===== src/rtl/cr16_muldiv.sv =====
// Iterative multiply/divide unit: shift-add MUL/MULH and restoring DIV/REM, one bit per cycle.
// Optional signed support is compiled in with the CR16_MULDIV_SIGNED_EN macro.
module cr16_muldiv #(
    parameter int P_WIDTH = 16
) (
    input  logic               I_CLK,
    input  logic               I_RESET,
    input  logic               I_VALID,
    input  logic [1:0]         I_OPCODE,
    input  logic               I_SIGNED,
    input  logic [P_WIDTH-1:0] I_A,
    input  logic [P_WIDTH-1:0] I_B,
    output logic               O_READY,
    output logic               O_VALID,
    input  logic               I_ACK,
    output logic [P_WIDTH-1:0] O_C,
    output logic [4:0]         O_STATUS
);
    localparam int W  = P_WIDTH;
    localparam int CW = $clog2(P_WIDTH);
    localparam logic [1:0] OP_MUL = 2'd0;
    localparam logic [1:0] OP_MULH = 2'd1;
    localparam logic [1:0] OP_DIV = 2'd2;
    localparam logic [W-1:0] MIN_NEG = {1'b1, {(W-1){1'b0}}};

    typedef enum logic [1:0] {IDLE, BUSY, DONE} state_t;

    state_t         state_q, state_d;
    logic [CW-1:0]  cnt_q, cnt_d;
    logic [1:0]     op_q, op_d;
    logic [W-1:0]   hi_q, hi_d, lo_q, lo_d, b_q, b_d;
    logic [W-1:0]   c_q, c_d;
    logic [4:0]     status_q, status_d;

    logic           sgn_q, nres_q, nrem_q, in_sgn, div_ovf;
    logic [W-1:0]   a_mag, b_mag;
    logic [W:0]     mul_sum, div_shift;
    logic           div_ge;
    logic [W-1:0]   div_sub;
    logic [2*W-1:0] prod;
    logic [W-1:0]   quo, rem;

`ifdef CR16_MULDIV_SIGNED_EN
    logic sgn_d, nres_d, nrem_d, a_neg, b_neg;

    assign in_sgn  = I_SIGNED;
    assign a_neg   = I_SIGNED & I_A[W-1];
    assign b_neg   = I_SIGNED & I_B[W-1];
    assign a_mag   = a_neg ? -I_A : I_A;
    assign b_mag   = b_neg ? -I_B : I_B;
    assign div_ovf = I_SIGNED && (I_A == MIN_NEG) && (I_B == '1);

    always_comb begin
        sgn_d  = sgn_q;
        nres_d = nres_q;
        nrem_d = nrem_q;
        if (state_q == IDLE && I_VALID) begin
            sgn_d  = I_SIGNED;
            nres_d = a_neg ^ b_neg;
            nrem_d = a_neg;
        end
    end

    always_ff @(posedge I_CLK) begin
        if (I_RESET) begin
            sgn_q  <= 1'b0;
            nres_q <= 1'b0;
            nrem_q <= 1'b0;
        end else begin
            sgn_q  <= sgn_d;
            nres_q <= nres_d;
            nrem_q <= nrem_d;
        end
    end
`else
    logic unused_signed;

    assign unused_signed = I_SIGNED;
    assign in_sgn  = 1'b0;
    assign sgn_q   = 1'b0;
    assign nres_q  = 1'b0;
    assign nrem_q  = 1'b0;
    assign a_mag   = I_A;
    assign b_mag   = I_B;
    assign div_ovf = 1'b0;
`endif

    function automatic logic [4:0] mk_status(input logic [W-1:0] c, input logic carry,
                                             input logic flag, input logic sgn);
        return {sgn & c[W-1], (c == '0), flag, 1'b0, carry};
    endfunction

    // lo holds the multiplier (product bits shift in from the top) or the dividend/quotient
    assign mul_sum   = {1'b0, hi_q} + (lo_q[0] ? {1'b0, b_q} : '0);
    assign div_shift = {hi_q, lo_q[W-1]};
    assign div_ge    = (div_shift >= {1'b0, b_q});
    assign div_sub   = div_shift[W-1:0] - b_q;

    always_comb begin
        state_d  = state_q;
        cnt_d    = cnt_q;
        op_d     = op_q;
        hi_d     = hi_q;
        lo_d     = lo_q;
        b_d      = b_q;
        c_d      = c_q;
        status_d = status_q;
        prod     = '0;
        quo      = '0;
        rem      = '0;
        case (state_q)
            IDLE: begin
                if (I_VALID) begin
                    op_d  = I_OPCODE;
                    cnt_d = '0;
                    hi_d  = '0;
                    lo_d  = a_mag;
                    b_d   = b_mag;
                    if (I_OPCODE[1] && (I_B == '0)) begin
                        state_d  = DONE;
                        c_d      = (I_OPCODE == OP_DIV) ? '1 : I_A;
                        status_d = mk_status(c_d, 1'b0, 1'b1, in_sgn);
                    end else if (I_OPCODE[1] && div_ovf) begin
                        state_d  = DONE;
                        c_d      = (I_OPCODE == OP_DIV) ? MIN_NEG : '0;
                        status_d = mk_status(c_d, 1'b0, 1'b1, in_sgn);
                    end else begin
                        state_d = BUSY;
                    end
                end
            end
            BUSY: begin
                cnt_d = cnt_q + CW'(1);
                if (!op_q[1]) begin
                    hi_d = mul_sum[W:1];
                    lo_d = {mul_sum[0], lo_q[W-1:1]};
                end else if (div_ge) begin
                    hi_d = div_sub;
                    lo_d = {lo_q[W-2:0], 1'b1};
                end else begin
                    hi_d = div_shift[W-1:0];
                    lo_d = {lo_q[W-2:0], 1'b0};
                end
                if (cnt_q == CW'(W - 1)) begin
                    state_d = DONE;
                    cnt_d   = '0;
                    prod    = nres_q ? -{hi_d, lo_d} : {hi_d, lo_d};
                    quo     = nres_q ? -lo_d : lo_d;
                    rem     = nrem_q ? -hi_d : hi_d;
                    case (op_q)
                        OP_MUL:  c_d = prod[W-1:0];
                        OP_MULH: c_d = prod[2*W-1:W];
                        OP_DIV:  c_d = quo;
                        default: c_d = rem;
                    endcase
                    status_d = mk_status(c_d, (op_q == OP_MUL) && (prod[2*W-1:W] != '0),
                                         1'b0, sgn_q);
                end
            end
            DONE: begin
                if (I_ACK) state_d = IDLE;
            end
            default: state_d = IDLE;
        endcase
    end

    always_ff @(posedge I_CLK) begin
        if (I_RESET) begin
            state_q  <= IDLE;
            cnt_q    <= '0;
            op_q     <= '0;
            hi_q     <= '0;
            lo_q     <= '0;
            b_q      <= '0;
            c_q      <= '0;
            status_q <= '0;
        end else begin
            state_q  <= state_d;
            cnt_q    <= cnt_d;
            op_q     <= op_d;
            hi_q     <= hi_d;
            lo_q     <= lo_d;
            b_q      <= b_d;
            c_q      <= c_d;
            status_q <= status_d;
        end
    end

    assign O_READY  = (state_q == IDLE);
    assign O_VALID  = (state_q == DONE);
    assign O_C      = c_q;
    assign O_STATUS = status_q;

endmodule


===== config.mk =====
export PLATFORM = sky130hd
export DESIGN_NAME = cr16_muldiv
export DESIGN_NICKNAME = d
export VERILOG_FILES = /design/src/rtl/cr16_muldiv.sv
export SDC_FILE = /design/constraint.sdc
export NUM_CORES = 1
export LEC_CHECK = 0
export CORE_AREA = 5 5 113 115
export DETAILED_ROUTE_END_ITERATION = 12
export DIE_AREA = 0 0 118 120
export GPL_TIMING_DRIVEN = 0
export PLACE_DENSITY = 0.71
export SLEW_MARGIN = 20
export SYNTH_ARGS = -nofsm -noshare
export SYNTH_HDL_FRONTEND = slang
export SYNTH_SLANG_ARGS = --single-unit
export TNS_END_PERCENT = 5

===== constraint.sdc =====
create_clock -name I_CLK -period 3.65 [get_ports I_CLK]
set_input_delay 0.73 -clock I_CLK [delete_from_list [all_inputs] [get_ports I_CLK]]
set_output_delay 0.73 -clock I_CLK [all_outputs]
set_load 0.01 [all_outputs]

==> results of run 1 <==
Yosys cell counts (12+ instances only):
library cell	number
a31oi_1	15
a21o_1	18
a221oi_1	18
clkbuf_1	39
mux2i_1	24
dfxtp_1	75
xor2_1	12
nor3_1	12
inv_1	32
nand2_1	90
nor2_1	89
ha_1	33
nand3_1	26
o211ai_1	12
a21oi_1	74
and2_1	19
o21ai_0	25
worst min path at each step:
stage                       start       to  slack, ns  cells after the start
after floorplan           b_q[10]  b_q[10]       0.44                      2
after global placement    O_C[10]  O_C[10]       0.44                      2
after detailed placement  O_C[14]  O_C[14]       0.45                      2
after CTS                 O_C[15]  O_C[15]       0.46                      2
after global routing      O_C[14]  O_C[14]       0.48                      2
final                      O_C[0]   O_C[0]       0.45                      2
registers in the layout (all words and copies together) (netlist names):
signal and count:
O_C 16, state_q 2, lo_q 16, hi_q 16
O_STATUS 3, cnt_q 4, b_q 16, op_q 2
layer usage:
layer,part of all wire,vias up
li1,-,2931
met1,0.45,3018
met2,0.44,291
met3,0.092,35
met4,0.019,0
met5,0,-
worst max-delay path: cells and delay by family, from the launching register on:
kind | cells | cell delay, ns
DFF | 1 | 0.33
adders and majority gates | 2 | 0.57
xor gates and xnor gates | 1 | 0.14
AOI/OAI and AO/OA | 8 | 2.22
buffers and inverters | 2 | 0.14
power breakdown:
part / switching [W] / internal (W)
clock: 0.000367 / 0.000499
sequential: 0.0000614 / 0.000877
combinational: 0.000649 / 0.000387
repair_timing:
action	4_1_cts	5_1_grt
endpoints found under the setup margin	10	17
gates resized for setup	14	16
endpoints found under the hold margin	0	0
buffers inserted	1	2
pin swaps	2	5
cell families after synthesis:
| logic type | count (synthesis) |
|---|---|
| AND/OR/NAND/NOR | 297 |
| buffers and inverters | 80 |
| other | 1 |
| multiplexers | 26 |
| flip-flops | 75 |
| XOR/XNOR | 22 |
| AO/OA/AOI/OAI | 227 |
| adder cells (fa/ha/maj) | 35 |
metrics by stage:
stage / instances / instance area [sq um] / total power, W / setup WS, ns
after floorplan: 764 / 5670 / 0.00156 / 0.480
after global routing: 987 / 6860 / 0.00296 / -0.00496
after global placement: 969 / 6430 / 0.00190 / -0.534
after detailed placement: 969 / 6430 / 0.00191 / -0.545
after CTS: 986 / 6770 / 0.00279 / 0.00423
final: 987 / 6860 / 0.00284 / 0.0928
layout make-up:
| cell class | instances | area share |
|---|---|---|
| tap | 147 | 0.0268 |
| inverter | 33 | 0.0181 |
| sequential | 75 | 0.220 |
| clock buffer | 11 | 0.0369 |
| clock inverter | 5 | 0.00547 |
| timing repair buffer | 61 | 0.0880 |
| multi-input combinational | 609 | 0.577 |
| buffer | 46 | 0.0277 |
==> impl_metrics.csv, run 1 <==
group,metric,value,unit
cells_and_area,fillers,1114,
detailed_routing,via_per_inst,6.36,
timing,final_max_slew_viol_count,0,
synth,ys_async_sr_fraction,0,
cells_and_area,layout_commonest_cell,"nand2_1",
synth,yosysTopAreaCell,"dfxtp_1",
critical_path,cp-start-kind,"register",
synth,synth_top_family_by_area,"compound AO/OA/AOI/OAI gates",
cells_and_area,layout_common_cells,"nand2_1 (90), nor2_1 (89), a21oi_1 (73)",
clock_network,clk_latency,0.34,ns
timing,slew-limit-headroom,0.355,
global_routing,grt_pass1_wl,33800,microns
critical_path,reg2regPathDepth,13,
clock_network,clockRootBuffer,"clkbuf_16",
timing,setup_viol,0,
cells_and_area,multi_input_area,0.00395,sq mm
synth,syn_area,0.00566,sq mm
global_routing,top_usage_layer,"met2",
status,outcome,"complete, no violations",
global_routing,met1_usage,0.435,
detailed_routing,drt-initial-drc-count,816,
synth,ys.flop_type,"dfxtp_1",
critical_path,worstReg2RegEnd,"O_C[14]",
synth,synthTopCellsByArea,"dfxtp_1 (27%), ha_1 (7.3%), a21oi_1 (6.5%)",
floorplan,boundaryPins,62,
detailed_routing,drt-pass1-iter-count,5,
synth,ys_seq_area_frac,0.265,
run,max_cap_viol_count,0,
floorplan,die_area,0.0142,sq mm
clock_network,cts-buffers-inserted,9,
floorplan,initial_core_util,0.484,
critical_path,path_class,"register to register",
timing,fin_hold_ws,0.454,ns
floorplan,die_h,120,microns
detailed_routing,drc,0,
power_and_ir_drop,vdd_drop_max,0.411,mV
placed_design,io_buffers,58,
critical_path,end_kind,"register",
placed_design,place_hpwl,17500,microns
synth,ys_seq_elements,75,
cells_and_area,nets,909,
synth,ys.warnings.count,0,
timing,rsz0062_at_grt,"true",
cells_and_area,ff_latch_area,0.00151,sq mm
power_and_ir_drop,powerDensity,414,mW/mm^2
critical_path,cp_max_fo,4,
synth,synthAdderAreaFrac,0.0800,
detailed_routing,postRouteAntennaNets,0,
floorplan,die_x,118,microns
critical_path,endpoint,"O_C[14]",
global_routing,grt_use_met2,0.453,
global_routing,grt_max_degree,14,
detailed_routing,wire_per_inst,22.3,microns
critical_path,worstPathArrival,3.76,ns
synth,synth-compound-area-share,0.271,
synth,ys_types,68,
synth,netlist.area_leader.share,0.265,
synth,synth_simple_gate_area_frac,0.248,
floorplan,core,0.0117,sq mm
critical_path,slowest_stage,"fa_1",
timing,worstMarginPinSlew,0.955,ns
clock_network,htree_num_levels,3,
critical_path,r2r-start,"lo_q[15]",
detailed_routing,wirelength,22000,microns
critical_path,critPathRequiredTime,3.85,ns
clock_network,cts_buffer_depth,2,
clock_network,cts_tree,"done",
timing,hold_viol_final,0,
timing,fin_setup_tns,0,ns
global_routing,antenna_found_initial,0,
cells_and_area,syn_to_final_growth,21.1,%
synth,synth_area_per_cell,7.42,sq um
global_routing,grt_usage,0.304,
synth,synth-edff-count,0,
clock_network,cts.sink_count,75,
cells_and_area,diodes,0,
power_and_ir_drop,p_leak,2.69,nW
floorplan,row_count,40,
global_routing,use_met3,0.0712,
critical_path,cp_slowest_stage_delay,0.40,ns
critical_path,path_cells,"inv_1, ha_1, inv_1, fa_1, a21o_1, a221oi_2, o311ai_0, a21oi_1, xnor2_1, a211oi_1, a211oi_1, o31ai_1, a21oi_1",
timing,finalCritPeriodShare,0.975,
clock_network,clk_pin_slew,0.06,ns
synth,synth_xor_area_frac,0.0340,
worst_hold_path,hold_class,"register to register",
critical_path,startpoint,"lo_q[15]",
timing,min_period,3.56,ns
cells_and_area,post-route-util,0.585,
timing,fmax,281,MHz
detailed_routing,vias,6275,
global_routing,grt_pass1_vias,5883,
clock_network,cts.hold.buffers_added,0,
placed_design,gp_congestion,0.990,
timing,fin_skew,0.0113,ns
synth,synth_mux_area_frac,0.0464,
global_routing,grt_overflow_total,0,
synth,syn_inst,763,
critical_path,reg2reg_slack,0.09,ns
cells_and_area,layout-drive-gt1-share,0.0690,
No activity file was read; power rests on OpenSTA's default activity.
==> run 2: changes to the inputs <==
Settings changed: ABC_AREA from default to 0.
==> results of run 2 <==
The final DEF is identical to that of run 1; final timing and power are the same.
==> RTL change (flow settings as in run 1) <==
The 3 states of `state_t` get a one-hot encoding in 3 bits.
--- a/src/rtl/cr16_muldiv.sv
+++ b/src/rtl/cr16_muldiv.sv
@@ -24,5 +24,5 @@
     localparam logic [W-1:0] MIN_NEG = {1'b1, {(W-1){1'b0}}};
 
-    typedef enum logic [1:0] {IDLE, BUSY, DONE} state_t;
+    typedef enum logic [2:0] {IDLE = 3'b001, BUSY = 3'b010, DONE = 3'b100} state_t;
 
     state_t         state_q, state_d;
Function: same outputs for any inputs over 10 cycles, from zero or initial values and one cycle with I_RESET high; not proved beyond that.
==> RTL change against run 1 <==
  * Sequential cell count up 1
  * Critical path depth down 1
  * Worst setup slack better by 0.11 ns
  * Cell area up 4.5%
  * Synthesized area up 6.1%
  * Largest cell class unchanged
  * First-iteration DRC count up 2.6%
  * Total power down 7.6%
  * Critical endpoint is now O_STATUS[0]$_SDFFE_PP0P_
  * Routed wire length down 0.18%
  * Highest routed layer unchanged
==> RTL change: results (changes against run 1) <==
----------------------------------------------------
[Drt]
  Count of TritonRoute iterations in the first routing pass ... 6 (+1)
  Via-to-Cell Ratio ... 6.48 (+1.9%)
  Routed length per instance ... 21.4 um (-3.9%)
  Number of design-rule violations left by the first detailed-router iteration ... 837 (+2.6%)

[Placed design]
  Pre-CTS setup slack ... -0.495 ns (+0.0496 ns)
  Sum of net half-perimeters after detailed placement ... 17300 um (-0.94%)
  Weighted congestion reported at the end of routability-driven placement ... 0.956 (-3.4%)

[Power]
  Leakage dissipation ... 2.72 nW (+1.2%)
  Worst voltage drop across the vdd grid ... 0.472 mV (+15%)

[Logic synthesis]
  Compound-Gate Fraction of Synth Area ... 28.9% (+1.8 points)
  Post-synthesis adder-cell area fraction ... 7.54% (-0.46 points)
  Cell types occupying the most area after synthesis ... dfxtp_1, nand2_1, ha_1
  Xor/xnor cell area share of the yosys netlist ... 2.77% (-0.63 points)
  Mux contribution to synthesized area ... 3.83% (-0.81 points)
  Async SR Flop Fraction ... 0% (unchanged)
  Cell types with the highest counts after synthesis ... nand2_1, dfxtp_1, nor2_1
  Primary FF master, synth ... dfxtp_1
  Unique cell type count in the Yosys netlist ... 83 (+22%)
  Share of synthesized area occupied by flip-flops and latches ... 25.3% (-1.2 points)

[Min path]
  Class of the tightest hold or removal check ... flip-flop to flip-flop

[Global route]
  First-pass GRT wire length ... 34300 um (+1.4%)
  Via count of the first global-routing pass ... 6330 (+7.6%)
  Gr usage total ... 30.3% (about the same)
  Maximum number of pins on one net before global-route repair ... 19 (+5)

[Timing]
  Final setup skew ... 0.0106 ns (-0.000721 ns)
  Max-slew headroom ... 52.2% (+17 points)

[Run status]
  Status ... completed

[CTS]
  Maximum clock path buffer count ... 2 (unchanged)
  Clock Pin Slew Worst Setup and Hold Paths ... 0.06 ns (about the same)
  Root buffer selected by CTS ... clkbuf_16

[Layout]
  Number of antenna repair diodes ... 0 (unchanged)
  # nets final ... 949 (+4.4%)
  Fraction of final layout cells sized beyond drive strength 1 ... 8.66% (+1.8 points)

[Critical path]
  Critical path's slowest cell ... nor3_1
  CP delay by family, top ... simple AND/OR/NAND/NOR gates
  Highest cell delay on the worst timing path ... 0.47 ns (+0.07 ns)

----------------------------------------------------
[RTL change: repair_timing]
action                                  CTS  global route
endpoints found under the setup margin   14             6
resized for setup                         4             4
pin swaps                                 0             1
buffers inserted                          0             1
[RTL change: stage by stage]
step / util, % / area (um2) / std cells
floorplan: - / 6010 / 806
global placement: 57.9 / 6780 / 1011
detailed placement: 57.9 / 6780 / 1011
CTS: 60.9 / 7140 / 1024
global route: 61.2 / 7160 / 1025
finish: 61.2 / 7160 / 1025
[RTL change: path summary, 6_finish.rpt]
kind | slack [ns] | depth (start not counted) | from | to
max reg2reg | 0.20 | 12 | b_q[0]$_SDFFE_PP0P_ | O_STATUS[0]$_SDFFE_PP0P_
min reg2reg | 0.46 | 2 | O_C[3]$_SDFFE_PP0P_ | O_C[3]$_SDFFE_PP0P_
min | 0.46 | 2 | O_C[3]$_SDFFE_PP0P_ | O_C[3]$_SDFFE_PP0P_
max | 0.20 | 12 | b_q[0]$_SDFFE_PP0P_ | O_STATUS[0]$_SDFFE_PP0P_
[RTL change: metal layers]
metal / track usage, % / up-vias / wire, um
met3: 8.34 / 54 / 2270
met2: 46.0 / 330 / 9480
li1: - / 3087 / -
met1: 41.7 / 3169 / 9690
met4: 9.82 / 0 / 541
met5: 0 / - / 0
[RTL change: area by class of cell]
cell class	count	area (um2)
buffer	53	236
clock buffer	10	239
clock inverter	4	98.8
fill	1113	4550
inverter	31	116
multi-input combinational	645	4180
sequential	76	1530
tap	147	184
timing repair buffer	59	588
[RTL change: where the power goes]
part	internal [W]	switching, W
clock	0.000680	0.000358
sequential	0.000865	0.0000380
combinational	0.000260	0.000423
